--- src/rtl/fabulous_config_pkg.sv ---
// fabulous_config_pkg: bitstream constants, header field layout and the loader state enum
package fabulous_config_pkg;
  localparam logic [31:0] SYNC = 32'hFAB0_FAB1;
  localparam logic [31:0] DESYNC = 32'hFAB0_FAB0;
  localparam int COL_LSB = 24;
  localparam int COL_W = 8;
  localparam int IDX_LSB = 16;
  localparam int IDX_W = 8;
  localparam int CNT_LSB = 0;
  localparam int CNT_W = 16;
  typedef enum logic [2:0] {IDLE, HDR, LOAD, STROBE, ERR} cfg_state_e;
endpackage

--- src/rtl/frame_strobe_decoder.sv ---
// frame_strobe_decoder: registered one-hot decode of a frame index, cleared whenever not enabled
module frame_strobe_decoder #(
  parameter int MaxFramesPerCol = 20,
  parameter int IW = $clog2(MaxFramesPerCol)
) (
  input  logic                       CLK,
  input  logic                       resetn,
  input  logic                       en,
  input  logic [IW-1:0]              idx,
  output logic [MaxFramesPerCol-1:0] strobe
);
  // one-cycle pulse: the strobe only survives the cycle right after an enabled edge
  always_ff @(posedge CLK or negedge resetn)
    if (!resetn) strobe <= '0;
    else strobe <= en ? MaxFramesPerCol'(1) << idx : '0;
endmodule

--- src/rtl/frame_config_loader.sv ---
// frame_config_loader: parses sync/header/data bitstream words and fires one-hot frame strobes per column
module frame_config_loader
  import fabulous_config_pkg::*;
#(
  parameter int FrameBitsPerRow = 32,
  parameter int MaxFramesPerCol = 20,
  parameter int NumColumns = 16
) (
  input  logic                          CLK,
  input  logic                          resetn,
  input  logic [31:0]                   WriteData,
  input  logic                          WriteStrobe,
  output logic                          Ready,
  output logic [FrameBitsPerRow-1:0]    FrameData,
  output logic [MaxFramesPerCol-1:0]    FrameStrobe,
  output logic [$clog2(NumColumns)-1:0] ColumnSelect,
  output logic                          ConfigDone,
  output logic                          Error
);
  localparam int CW = $clog2(NumColumns);
  localparam int IW = $clog2(MaxFramesPerCol);
  cfg_state_e state, state_nxt;
  logic out_of_reset, accept, is_sync, is_desync, is_hdr, hdr_bad, hdr_ok, load_accept;
  logic [COL_W-1:0] hdr_col;
  logic [IDX_W-1:0] hdr_idx;
  logic [CNT_W-1:0] hdr_cnt, remaining;
  logic [IW-1:0] frame_idx;
  assign accept = WriteStrobe && Ready;
  assign is_sync = WriteData == SYNC;
  assign is_desync = WriteData == DESYNC;
  assign hdr_col = WriteData[COL_LSB +: COL_W];
  assign hdr_idx = WriteData[IDX_LSB +: IDX_W];
  assign hdr_cnt = WriteData[CNT_LSB +: CNT_W];
  assign is_hdr = state == HDR && accept && !is_sync && !is_desync && hdr_cnt != '0;
  assign hdr_bad = hdr_col >= COL_W'(NumColumns) || hdr_idx >= IDX_W'(MaxFramesPerCol) ||
                   17'(hdr_idx) + 17'(hdr_cnt) > 17'(MaxFramesPerCol);
  assign hdr_ok = is_hdr && !hdr_bad;
  assign load_accept = state == LOAD && accept;
  // state register
  always_ff @(posedge CLK or negedge resetn)
    if (!resetn) state <= IDLE;
    else state <= state_nxt;
  // next-state decode; sync/desync are only decoded outside LOAD
  always_comb begin
    state_nxt = state;
    case (state)
      IDLE: if (accept && is_sync) state_nxt = HDR;
      HDR: if (accept && !is_sync) state_nxt = is_desync ? IDLE : hdr_cnt == '0 ? HDR : hdr_bad ? ERR : LOAD;
      LOAD: if (accept) state_nxt = STROBE;
      STROBE: state_nxt = remaining == CNT_W'(1) ? HDR : LOAD;
      ERR: if (accept && is_sync) state_nxt = HDR;
      default: state_nxt = IDLE;
    endcase
  end
  // ready is held low through reset and during the strobe cycle
  always_comb Ready = out_of_reset && state != STROBE;
  // header latches, frame counters, payload and status flags
  always_ff @(posedge CLK or negedge resetn)
    if (!resetn) begin
      out_of_reset <= 1'b0;
      frame_idx <= '0;
      remaining <= '0;
      ColumnSelect <= '0;
      FrameData <= '0;
      ConfigDone <= 1'b0;
      Error <= 1'b0;
    end else begin
      out_of_reset <= 1'b1;
      if (hdr_ok) begin
        ColumnSelect <= hdr_col[CW-1:0];
        frame_idx <= hdr_idx[IW-1:0];
        remaining <= hdr_cnt;
      end
      if (state == STROBE) begin
        frame_idx <= frame_idx + IW'(1);
        remaining <= remaining - CNT_W'(1);
      end
      if (load_accept) FrameData <= WriteData;
      if (accept && is_sync && (state == IDLE || state == ERR)) begin
        Error <= 1'b0;
        ConfigDone <= 1'b0;
      end
      if (accept && state == HDR && is_desync) ConfigDone <= 1'b1;
      if (is_hdr && hdr_bad) Error <= 1'b1;
    end
  frame_strobe_decoder #(.MaxFramesPerCol(MaxFramesPerCol)) u_strobe_dec (
    .CLK(CLK),
    .resetn(resetn),
    .en(load_accept),
    .idx(frame_idx),
    .strobe(FrameStrobe)
  );
endmodule

--- config.mk ---
export PLATFORM = sky130hd
export DESIGN_NAME = frame_config_loader
export DESIGN_NICKNAME = d
export VERILOG_FILES = /design/src/rtl/fabulous_config_pkg.sv /design/src/rtl/frame_strobe_decoder.sv /design/src/rtl/frame_config_loader.sv
export SDC_FILE = /design/constraint.sdc
export NUM_CORES = 1
export LEC_CHECK = 0
export BUFFER_PORTS_ARGS = -buffer_cell sky130_fd_sc_hd__buf_2
export CORE_MARGIN = 1
export CORE_UTILIZATION = 30
export CTS_BUF_LIST = sky130_fd_sc_hd__clkbuf_8
export DETAILED_ROUTE_END_ITERATION = 8
export GPL_ROUTABILITY_DRIVEN = 0
export HOLD_SLACK_MARGIN = 0.05
export PLACE_DENSITY = 0.54
export SYNTH_ARGS = -nofsm -noshare
export SYNTH_HDL_FRONTEND = slang
export SYNTH_SLANG_ARGS = --single-unit
--- constraint.sdc ---
create_clock -name CLK -period 2.6 [get_ports CLK]
set_clock_uncertainty 0.2 [all_clocks]
set_input_delay 0.65 -clock CLK [delete_from_list [all_inputs] [get_ports CLK]]
set_output_delay 0.65 -clock CLK [all_outputs]
set_load 0.05 [all_outputs]
==> results of run 1 <==
-- worst paths after layout --
path                                     startpoint                          end  slack (ns)
max                                   WriteData[16]  ColumnSelect[3]$_DFFE_PN0P_       -0.52
min                        remaining[8]$_DFFE_PN0P_     remaining[8]$_DFFE_PN0P_        0.28
max reg2reg                    state[1]$_DFFE_PN0P_  ColumnSelect[3]$_DFFE_PN0P_       -0.11
min reg2reg                remaining[8]$_DFFE_PN0P_     remaining[8]$_DFFE_PN0P_        0.28
max in group asynchronous                    resetn    FrameData[17]$_DFFE_PN0P_        1.03
min in group asynchronous                    resetn    FrameData[29]$_DFFE_PN0P_        0.54
-- state kept, by name (all words and copies together), names as in the netlist --
signal               cells
out_of_reset             1
ColumnSelect             4
Error                    1
u_strobe_dec.strobe     20
FrameData               32
ConfigDone               1
remaining               16
frame_idx                5
state                    3
-- cells in the mapped netlist (2+ instances only) --
master	instances	area share (%)
nor2_1	36	3.1
inv_1	19	1.6
ha_1	16	4.5
o31a_1	2	0.40
a22oi_1	2	0.34
o211ai_1	7	1.2
a21o_1	6	1.0
mux2i_1	8	1.8
nor4_4	2	0.96
o31ai_1	6	1.0
or4_1	2	0.34
nand2b_1	3	0.42
nand4b_1	2	0.40
nor4_1	8	1.1
or2_2	2	0.28
nand2_1	29	2.5
nor4b_1	2	0.40
nand3b_1	3	0.51
nand3_1	17	1.9
nor3_1	17	1.9
a32o_1	2	0.45
a211oi_2	2	0.57
clkbuf_1	7	0.59
or3_1	10	1.4
nand4_1	3	0.42
o21ai_0	16	1.8
and2_1	5	0.71
buf_2	3	0.34
dfrtp_1	83	47
a21oi_1	13	1.5
a211oi_1	4	0.68
buf_6	3	0.76
o21ai_1	8	0.91
nor3b_1	2	0.34
mux2_2	33	8.4
and3_1	11	1.6
xor2_1	4	0.79
a22o_1	3	0.59
buf_1	3	0.25
-- per-layer routing --
metal | part of all wire [%] | up-vias | routed length [um]
met5 | 0 | - | 0
met4 | 1.3 | 0 | 165
met3 | 5.8 | 12 | 752
met2 | 48 | 113 | 6200
met1 | 45 | 1942 | 5860
li1 | - | 1900 | -
-- timing repair --
action | CTS | global route
gates resized for setup | 40 | 34
cloned | 2 | 1
pin swaps | 27 | 23
hold buffers | 1 | 0
buffers inserted | 11 | 4
endpoints found under the setup margin | 28 | 30
hold endpoints to repair | 26 | 0
-- cell families after synthesis --
group / after synthesis / synth area share, %
and+or+nand+nor: 158 / 19.2
AOI/OAI and AO/OA: 84 / 13.8
DFF: 83 / 47.0
muxes: 41 / 10.2
buffers and inverters: 37 / 3.82
adders and majority gates: 17 / 4.98
xor gates and xnor gates: 5 / 0.990
other: 1 / 0.0848
-- layout by cell type (no fill, tap or decap), drive strengths merged, types with 3 or more instances in the layout --
master	count
buf	177
dfrtp	83
nor2	36
mux2	33
nand2	29
o21ai	24
inv	21
nand3	18
nor3	17
ha	16
a21oi	13
and3	11
clkbuf	11
nor4	11
or3	10
mux2i	8
o211ai	8
a21o	6
o31ai	6
a211oi	6
and2	5
xor2	4
nand3b	3
nand2b	3
nand4	3
a22o	3
clkinv	3
-- layout make-up --
cell class              count  area (um^2)
flip-flops and latches     83         2080
clock inverters             6         56.3
multi-input cells         306         2530
well taps                 184          230
clock buffers              10          138
fillers                  1380         8120
repair buffers            179         1250
inverters                  20         75.1
-- power by group through the flow --
| stage | clock network [mW] | registers (mW) | logic [mW] |
|---|---|---|---|
| global placement | 0 | 1.34 | 0.472 |
| detailed placement | 0 | 1.34 | 0.475 |
| finish | 0.951 | 1.32 | 0.547 |
| CTS | 0.981 | 1.32 | 0.540 |
| floorplan | 0 | 1.35 | 0.211 |
| global route | 1.03 | 1.32 | 0.593 |
-- worst max-delay path: stages --
cell and delay [ns]:
buf_8 0.10, ha_4 0.16, fa_2 0.39, a211oi_2 0.26, o211ai_2 0.18, nand4_1 0.15
mux2i_1 0.26, o21ai_2 0.14, nor4_4 0.26, buf_6 0.20, buf_12 0.14, mux2_4 0.30
-- stage by stage --
step	worst slack (ns)	hold slack (ns)	setup TNS, ns	instance area [um^2]
after floorplan	-0.658	0.154	-16.22	4460
after global placement	-0.980	0.265	-23.94	5670
after detailed placement	-1.04	0.261	-25.05	5670
after CTS	-0.470	0.281	-10.99	6220
after global routing	-0.584	0.309	-13.57	6350
final	-0.521	0.276	-11.40	6350
==> results.cfg, run 1 <==
[die]
fp.dieW_um = 123
die-area_mm2 = 0.0152
floorplan.rows = 44
placeableCoreArea_mm2 = 0.0145
initial_utilization_pct = 30.5
boundaryPins = 94
die_h_um = 123

[logic_synthesis]
post_synth_edffs = 0
synth.distinct_cells = 61
synthesis.area_mm2 = 0.00442
yosys_register_bits = 83
synth-warning-count = 0
synthFlopType = dfrtp_1
postSynth.asyncResetShare_pct = 100
mappedNetlistNets = 478
syn_area_per_cell_um2 = 10.4
synth_seq_area_share_pct = 47.0
post_synth_inst_count = 426

[clocking]
cts_inserted_buffers = 9
root_buffer = clkbuf_8
clk_path_buf_depth = 2
clock_slew_at_the_register_clock_pins_of_the_worst_setup_and_hold_paths_ns = 0.08
cts_num_sinks = 83
h-tree-depth = 3
clk_latency_ns = 0.38
cts_tree = done

[grt]
grt_max_degree = 37
grt_antenna_before_repair = 0
gr-max-usage-layer = met2
grt_first_pass_wirelength_um = 21000
vias_in_the_first_global_route = 3979
track_usage_pct = 18.4
grt.overflow.total = 0
grt_use_met2_pct = 29.8
globalRouteMet3Util_pct = 5.54
groute.layer.met1.usage_pct = 23.6

[drt]
route.antenna.remaining_nets = 0
route.final.wire_length_um = 13000
dr_total_vias = 3967
detail_route.drc_violations = 0
drt_iter0_markers = 168
detailedRoute.firstPassIterationCount = 4
viasPerCell = 5.03
routedWlPerCell_um = 16.5

[worst_setup_path]
critPathArrivalTime_ns = 3.18
path_class = in2reg
critical_path.max_fanout = 5
cp.required_ns = 2.66
kind_of_start_point_of_the_critical_path = input pin
critical_path.endpoint_type = register
worst_r2r_path_depth = 9

[job]
maxCapViolations = 0

[cells_and_area]
design.final.nets = 651
final_util_pct = 43.9
area_delta_synth_final_pct = 43.7
antenna_diodes = 0
proportion_of_layout_cells_with_a_drive_suffix_above_1_pct = 47.4
layout.cells.non_filler = 788

[outcome]
result_of_the_run = complete, but fails checks
failed_checks = negative setup slack

[worst_hold_path]
min_path_type = reg2reg
holdPathStages = 1

[power_and_ir_drop]
p_sw_uw = 794
clock_power_share_pct = 33.8
pwr-share-comb_pct = 19.4
sequentialPowerShare_pct = 46.8
worst_ir_drop_vdd_v = 0.000374
swShare_pct = 28.2
total_power_of_the_final_layout_mw = 2.81
leakage_nw = 3.18
p_int_mw = 2.02
power_density_mw_per_mm2 = 443

[sta]
finalHoldViolations = 0
drv_slew = 0
tightest_slew_ns = 0.567
worst_max_slew_margin_expressed_relative_to_the_limit_pct = 61.9
post-route-min-period_ns = 3.12
final.period_utilization_pct = 120
report.final.setup_viol = 28
fmax_mhz = 320
layout_setup_ws_ns = -0.521
rsz0062_at_grt = true

[placed_design]
placedCellCount = 762
post-dp-hpwl_um = 9540
buffer_ports.inserted = 93
Power figures use the tool's default switching activity.
==> run 2: changes to the inputs <==
--- a/config.mk
+++ b/config.mk
@@ -12,7 +12,7 @@
 export DETAILED_ROUTE_END_ITERATION = 8
 export GPL_ROUTABILITY_DRIVEN = 0
 export HOLD_SLACK_MARGIN = 0.05
-export PLACE_DENSITY = 0.54
+export PLACE_DENSITY = 0.52
 export SYNTH_ARGS = -nofsm -noshare
 export SYNTH_HDL_FRONTEND = slang
 export SYNTH_SLANG_ARGS = --single-unit
==> constraint.sdc (replaced) <==
create_clock -name CLK -period 3.58 [get_ports CLK]
set_clock_uncertainty 0.2 [all_clocks]
set_input_delay 0.895 -clock CLK [delete_from_list [all_inputs] [get_ports CLK]]
set_output_delay 0.895 -clock CLK [all_outputs]
set_load 0.05 [all_outputs]
==> results.cfg, run 2 (same netlist as run 1, synthesis figures left out) <==
[outcome]
result_of_the_run = complete, no violations

[cells_and_area]
final_util_pct = 38.1
antenna_diodes = 0
register_name_with_the_most_flops = FrameData
largest_registers_ranked_by_flip_flop_count = FrameData: 32 flops, u_strobe_dec.strobe: 20 flops, remaining: 16 flops
nFillCells = 1475
final_cell_mix = buf_2, dfrtp_1, buf_4
area_delta_synth_final_pct = 24.8
layout.cells.non_filler = 739
multi_input_comb_area_mm2 = 0.00220
proportion_of_layout_cells_with_a_drive_suffix_above_1_pct = 35.0
register_area_mm2 = 0.00208
design.final.nets = 602
final_design_area_no_fill_mm2 = 0.00552
largest_register_ff_count = 32
most_common_cell_after_layout_fill_and_taps_aside = buf_2

[worst_hold_path]
min_path_type = in2async

[drt]
drt_iter0_markers = 173
detail_route.drc_violations = 0
route.antenna.remaining_nets = 0
viasPerCell = 5.10
dr_total_vias = 3772
detailedRoute.firstPassIterationCount = 5
route.final.wire_length_um = 12000
routedWlPerCell_um = 16.2

[worst_setup_path]
critical_path.max_fanout = 25
timing.critical_path.slowest_cell_delay_ns = 0.39
cell_chain_critical_path = buf_2 -> ha_4 -> fa_2 -> a211oi_2 -> o211ai_2 -> nand4_1 -> mux2i_1 -> o21ai_1 -> nor4_4 -> buf_12 -> mux2_2
timing.critical_path.slowest_stage_cell = fa_2
cp.required_ns = 3.65
critical_path.endpoint_type = register
critPathArrivalTime_ns = 3.42
path_class = in2reg
kind_of_start_point_of_the_critical_path = input pin

[grt]
grt_max_degree = 41
vias_in_the_first_global_route = 3818
grt.overflow.total = 0
grt_antenna_before_repair = 0
track_usage_pct = 17.3
grt_first_pass_wirelength_um = 19600

[sta]
finalHoldViolations = 0
worst_max_slew_margin_expressed_relative_to_the_limit_pct = 58.3
post-route-min-period_ns = 3.35
fmax_mhz = 298
timing.hold.ws_ns = 0.292
rsz0062_at_grt = false
drv_slew = 0
tightest_slew_ns = 0.625
final.period_utilization_pct = 93.6
report.final.setup_viol = 0

[placed_design]
placedCellCount = 723
post-dp-hpwl_um = 9090
place_area_mm2 = 0.00533
buffer_ports.inserted = 93

[clocking]
clock_slew_at_the_register_clock_pins_of_the_worst_setup_and_hold_paths_ns = 0.09
clk_path_buf_depth = 2
h-tree-depth = 3
root_buffer = clkbuf_8
cts_tree = done
cts_num_sinks = 83
clk_latency_ns = 0.39
cts_inserted_buffers = 9
holdBufCountCts = 0

[die]
initial_utilization_pct = 30.5
die_h_um = 123
placeableCoreArea_mm2 = 0.0145
boundaryPins = 94
floorplan.rows = 44
fp.dieW_um = 123
die-area_mm2 = 0.0152

[power_and_ir_drop]
worst_ir_drop_vdd_v = 0.000206
total_power_of_the_final_layout_mw = 1.89
power_density_mw_per_mm2 = 343
leakage_nw = 2.82

[job]
maxCapViolations = 0
-- run 2: cell count changes in the layout (fill, tap and decap cells not counted), moves of 5 or more --
cell,before,now
buf_6,6,0
ha_4,6,1
buf_2,87,92
o21ai_1,3,9
nor3_1,11,17
o21ai_2,8,0
ha_1,10,15
buf_4,78,37
-- run 2: final cells by class --
class	instances	area share (%)
sequential	83	37.7
inverter	20	1.36
clock inverter	5	0.522
tap	184	4.17
clock buffer	11	2.74
multi-input combinational	306	39.8
timing repair buffer	130	13.7
-- run 2: final timing paths --
kind                            slack [ns]  cells past startpoint                startpoint                          end
worst max register to register        0.72                      8  remaining[6]$_DFFE_PN0P_         state[0]$_DFFE_PN0P_
worst min register to register        0.29                      1  remaining[8]$_DFFE_PN0P_     remaining[8]$_DFFE_PN0P_
worst min-delay path                  0.29                      1                    resetn     FrameData[2]$_DFFE_PN0P_
worst max-delay path                  0.23                     11              WriteData[0]  ColumnSelect[3]$_DFFE_PN0P_
min in group CLK                      0.29                      1  remaining[8]$_DFFE_PN0P_     remaining[8]$_DFFE_PN0P_
max in group asynchronous             2.12                      2                    resetn    remaining[12]$_DFFE_PN0P_
-- run 2: stage by stage --
stage	setup TNS, ns	worst slack (ns)
2_1_floorplan	0	0.0666
3_3_place_gp	-2.38	-0.225
3_5_place_dp	-3.79	-0.300
4_1_cts	0	0.141
5_1_grt	0	0.0333
6_report	0	0.229
-- run 2: critical path, delay by kind of cell --
kind,cells,cell delay (ns)
AOI/OAI and AO/OA,3,0.61
adders and majority gates,2,0.55
buffers and inverters,2,0.34
muxes,2,0.53
and+or+nand+nor,2,0.47
-- run 2: metal layers --
layer | global-route usage, % | wire length (um)
met5 | 0 | 0
met4 | 6.48 | 199
met3 | 5.21 | 721
met2 | 28.8 | 5670
met1 | 20.8 | 5370
-- run 2: where the power goes --
group / total, mW / switching, mW / leakage (nW) / internal [mW]
combinational: 0.272 / 0.162 / 1.61 / 0.110
clock: 0.650 / 0.363 / 0.0983 / 0.287
sequential: 0.972 / 0.0223 / 1.11 / 0.950
-- run 2: repair_timing --
item / CTS / global route
resized for setup: 0 / 1
setup endpoints to repair: 0 / 5
buffers inserted: 0 / 0
==> run 3: changes to the inputs <==
--- a/config.mk
+++ b/config.mk
@@ -5,6 +5,7 @@
 export SDC_FILE = /design/constraint.sdc
 export NUM_CORES = 1
 export LEC_CHECK = 0
+export ABC_AREA = 1
 export BUFFER_PORTS_ARGS = -buffer_cell sky130_fd_sc_hd__buf_2
 export CORE_MARGIN = 1
 export CORE_UTILIZATION = 30
==> results.cfg, run 3 <==
[logic_synthesis]
synth_most_common_cell = nand2_1
synthesis.area_mm2 = 0.00478
post_synth_edffs = 0
post-synth-top-area-cell = dfrtp_1
ys_top_cells_by_count = nand2_1, inv_1, dfrtp_1
netlist_top_cells_area = dfrtp_1, nand2_1, inv_1
post_synth_inst_count = 649
syn_area_per_cell_um2 = 7.37
yosys_register_bits = 83
synth.distinct_cells = 37
netlist.area_leader.share_pct = 43.4
synthFlopType = dfrtp_1
postSynth.asyncResetShare_pct = 100
synth-warning-count = 0
mappedNetlistNets = 701
synth_seq_area_share_pct = 43.4

[drt]
routedWlPerCell_um = 13.3
dr_total_vias = 4354
detailedRoute.firstPassIterationCount = 4
route.final.wire_length_um = 12800
detail_route.drc_violations = 0
route.antenna.remaining_nets = 0
drt_iter0_markers = 193
viasPerCell = 4.54

[worst_setup_path]
regToRegSetupSlack_ns = 1.06
critical_path.max_fanout = 12
critPathArrivalTime_ns = 3.09
path_class = in2reg
critical_path.endpoint_type = register
cp.required_ns = 3.65
kind_of_start_point_of_the_critical_path = input pin

[worst_hold_path]
min_path_type = reg2reg

[cells_and_area]
largest_registers_ranked_by_flip_flop_count = FrameData: 32 flops, u_strobe_dec.strobe: 20 flops, remaining: 16 flops
multi_input_comb_area_mm2 = 0.00227
final_util_pct = 36.9
proportion_of_layout_cells_with_a_drive_suffix_above_1_pct = 19.7
most_common_cell_after_layout_fill_and_taps_aside = nand2_1
layout.cells.non_filler = 959
register_name_with_the_most_flops = FrameData
antenna_diodes = 0
area_delta_synth_final_pct = 18.6
register_area_mm2 = 0.00208
largest_register_ff_count = 32
nFillCells = 1649
final_cell_mix = nand2_1, buf_2, inv_1
design.final.nets = 795

[sta]
rsz0062_at_grt = false
worst_max_slew_margin_expressed_relative_to_the_limit_pct = 29.0
report.final.setup_viol = 0
finalHoldViolations = 0
post-route-min-period_ns = 3.02
layout_setup_ws_ns = 0.558
timing.setup.tns_ns = 0
tightest_slew_ns = 1.07
final.period_utilization_pct = 84.4
drv_slew = 0
fmax_mhz = 331

[clocking]
h-tree-depth = 3
cts_tree = done
clk_latency_ns = 0.38
root_buffer = clkbuf_8
post_cts_resized = 0
cts_inserted_buffers = 9
cts_setup_buffers = 0
clk_path_buf_depth = 2
holdBufCountCts = 0
clock_slew_at_the_register_clock_pins_of_the_worst_setup_and_hold_paths_ns = 0.10
cts_num_sinks = 83

[die]
boundaryPins = 94
initial_utilization_pct = 31.1
floorplan.rows = 45
fp.dieW_um = 128
die_h_um = 128
die-area_mm2 = 0.0164
placeableCoreArea_mm2 = 0.0154

[placed_design]
place_worst_setup_slack_ns = 0.139
placedCellCount = 943
post-dp-hpwl_um = 9810
buffer_ports.inserted = 93

[grt]
vias_in_the_first_global_route = 4366
grt.overflow.total = 0
grt_max_degree = 84
grt_antenna_before_repair = 0
track_usage_pct = 16.8
grt_first_pass_wirelength_um = 21600

[power_and_ir_drop]
worst_ir_drop_vdd_v = 0.000263
power_density_mw_per_mm2 = 631
leakage_nw = 3.13

[job]
maxCapViolations = 0

[outcome]
result_of_the_run = complete, no violations
run 3: changes by cell type after synthesis, sizes merged, moves of 8 or more:
cell | previous run | this run
nor4 | 11 | 1
and3 | 11 | 1
or3 | 10 | 0
nor2 | 36 | 56
nand3 | 18 | 66
inv | 20 | 93
nand4 | 3 | 12
mux2i | 8 | 0
o21ai | 24 | 55
mux2 | 33 | 0
nand2 | 29 | 202
o211ai | 8 | 0
run 3: worst max-delay path, cell delays in order:
cell and delay [ns]:
buf_2 0.16, ha_1 0.38, nand2_1 0.14, inv_1 0.06, a21boi_0 0.30, nand3_1 0.13
a21oi_1 0.19, nand3_1 0.14, nor2_2 0.16, nand3_2 0.15, buf_4 0.24, nand3_1 0.09
nand2_1 0.05
run 3: worst paths after layout:
path	start	endpoint	cells past startpoint
max	WriteData[7]	remaining[5]$_DFFE_PN0P_	13
min	FrameData[2]$_DFFE_PN0P_	FrameData[2]$_DFFE_PN0P_	2
max reg2reg	state[2]$_DFFE_PN0P_	state[0]$_DFFE_PN0P_	9
min reg2reg	FrameData[2]$_DFFE_PN0P_	FrameData[2]$_DFFE_PN0P_	2
max in group asynchronous	resetn	FrameData[23]$_DFFE_PN0P_	1
min in group asynchronous	resetn	u_strobe_dec.strobe[17]$_DFF_PN0_	1
run 3: metal layers:
metal	global-route usage, %	wire [um]	vias up
li1	-	-	2242
met1	22.1	6040	2021
met2	27.9	6060	78
met3	3.09	515	13
met4	5.12	150	0
met5	0	0	-
run 3: kinds of logic (layout without fill, tap and decap cells):
| family | Yosys count | after routing | share of synthesized area (%) |
|---|---|---|---|
| other cells | 1 | 1 | 0.0784 |
| compound gates | 71 | 71 | 7.83 |
| flops | 83 | 83 | 43.4 |
| simple gates | 361 | 361 | 33.8 |
| fa+ha+maj | 17 | 17 | 4.61 |
| xor+xnor | 6 | 6 | 1.10 |
| buf+inv | 110 | 209 | 9.13 |
run 3: cell type report:
class / instances / share of cell area, %
repair buffers: 99 / 9.05
inverters: 94 / 6.22
well taps: 211 / 4.66
clock buffers: 9 / 2.18
clock inverters: 7 / 1.26
flip-flops and latches: 83 / 36.6
multi-input cells: 456 / 40.0
run 3: power by group:
group          switching (mW)  internal [mW]  leakage [nW]
clock network           0.410          0.271        0.0926
registers               0.220           1.21          1.07
logic                    1.06          0.404          1.97
total                    1.69           1.89          3.13
run 3: stage by stage:
stage	hold slack (ns)	total power, mW	instance area (um^2)
2_1_floorplan	0.273	2.53	4780
3_3_place_gp	0.265	2.89	5470
3_5_place_dp	0.272	2.92	5470
4_1_cts	0.298	3.62	5670
5_1_grt	0.324	3.85	5670
6_report	0.292	3.58	5670
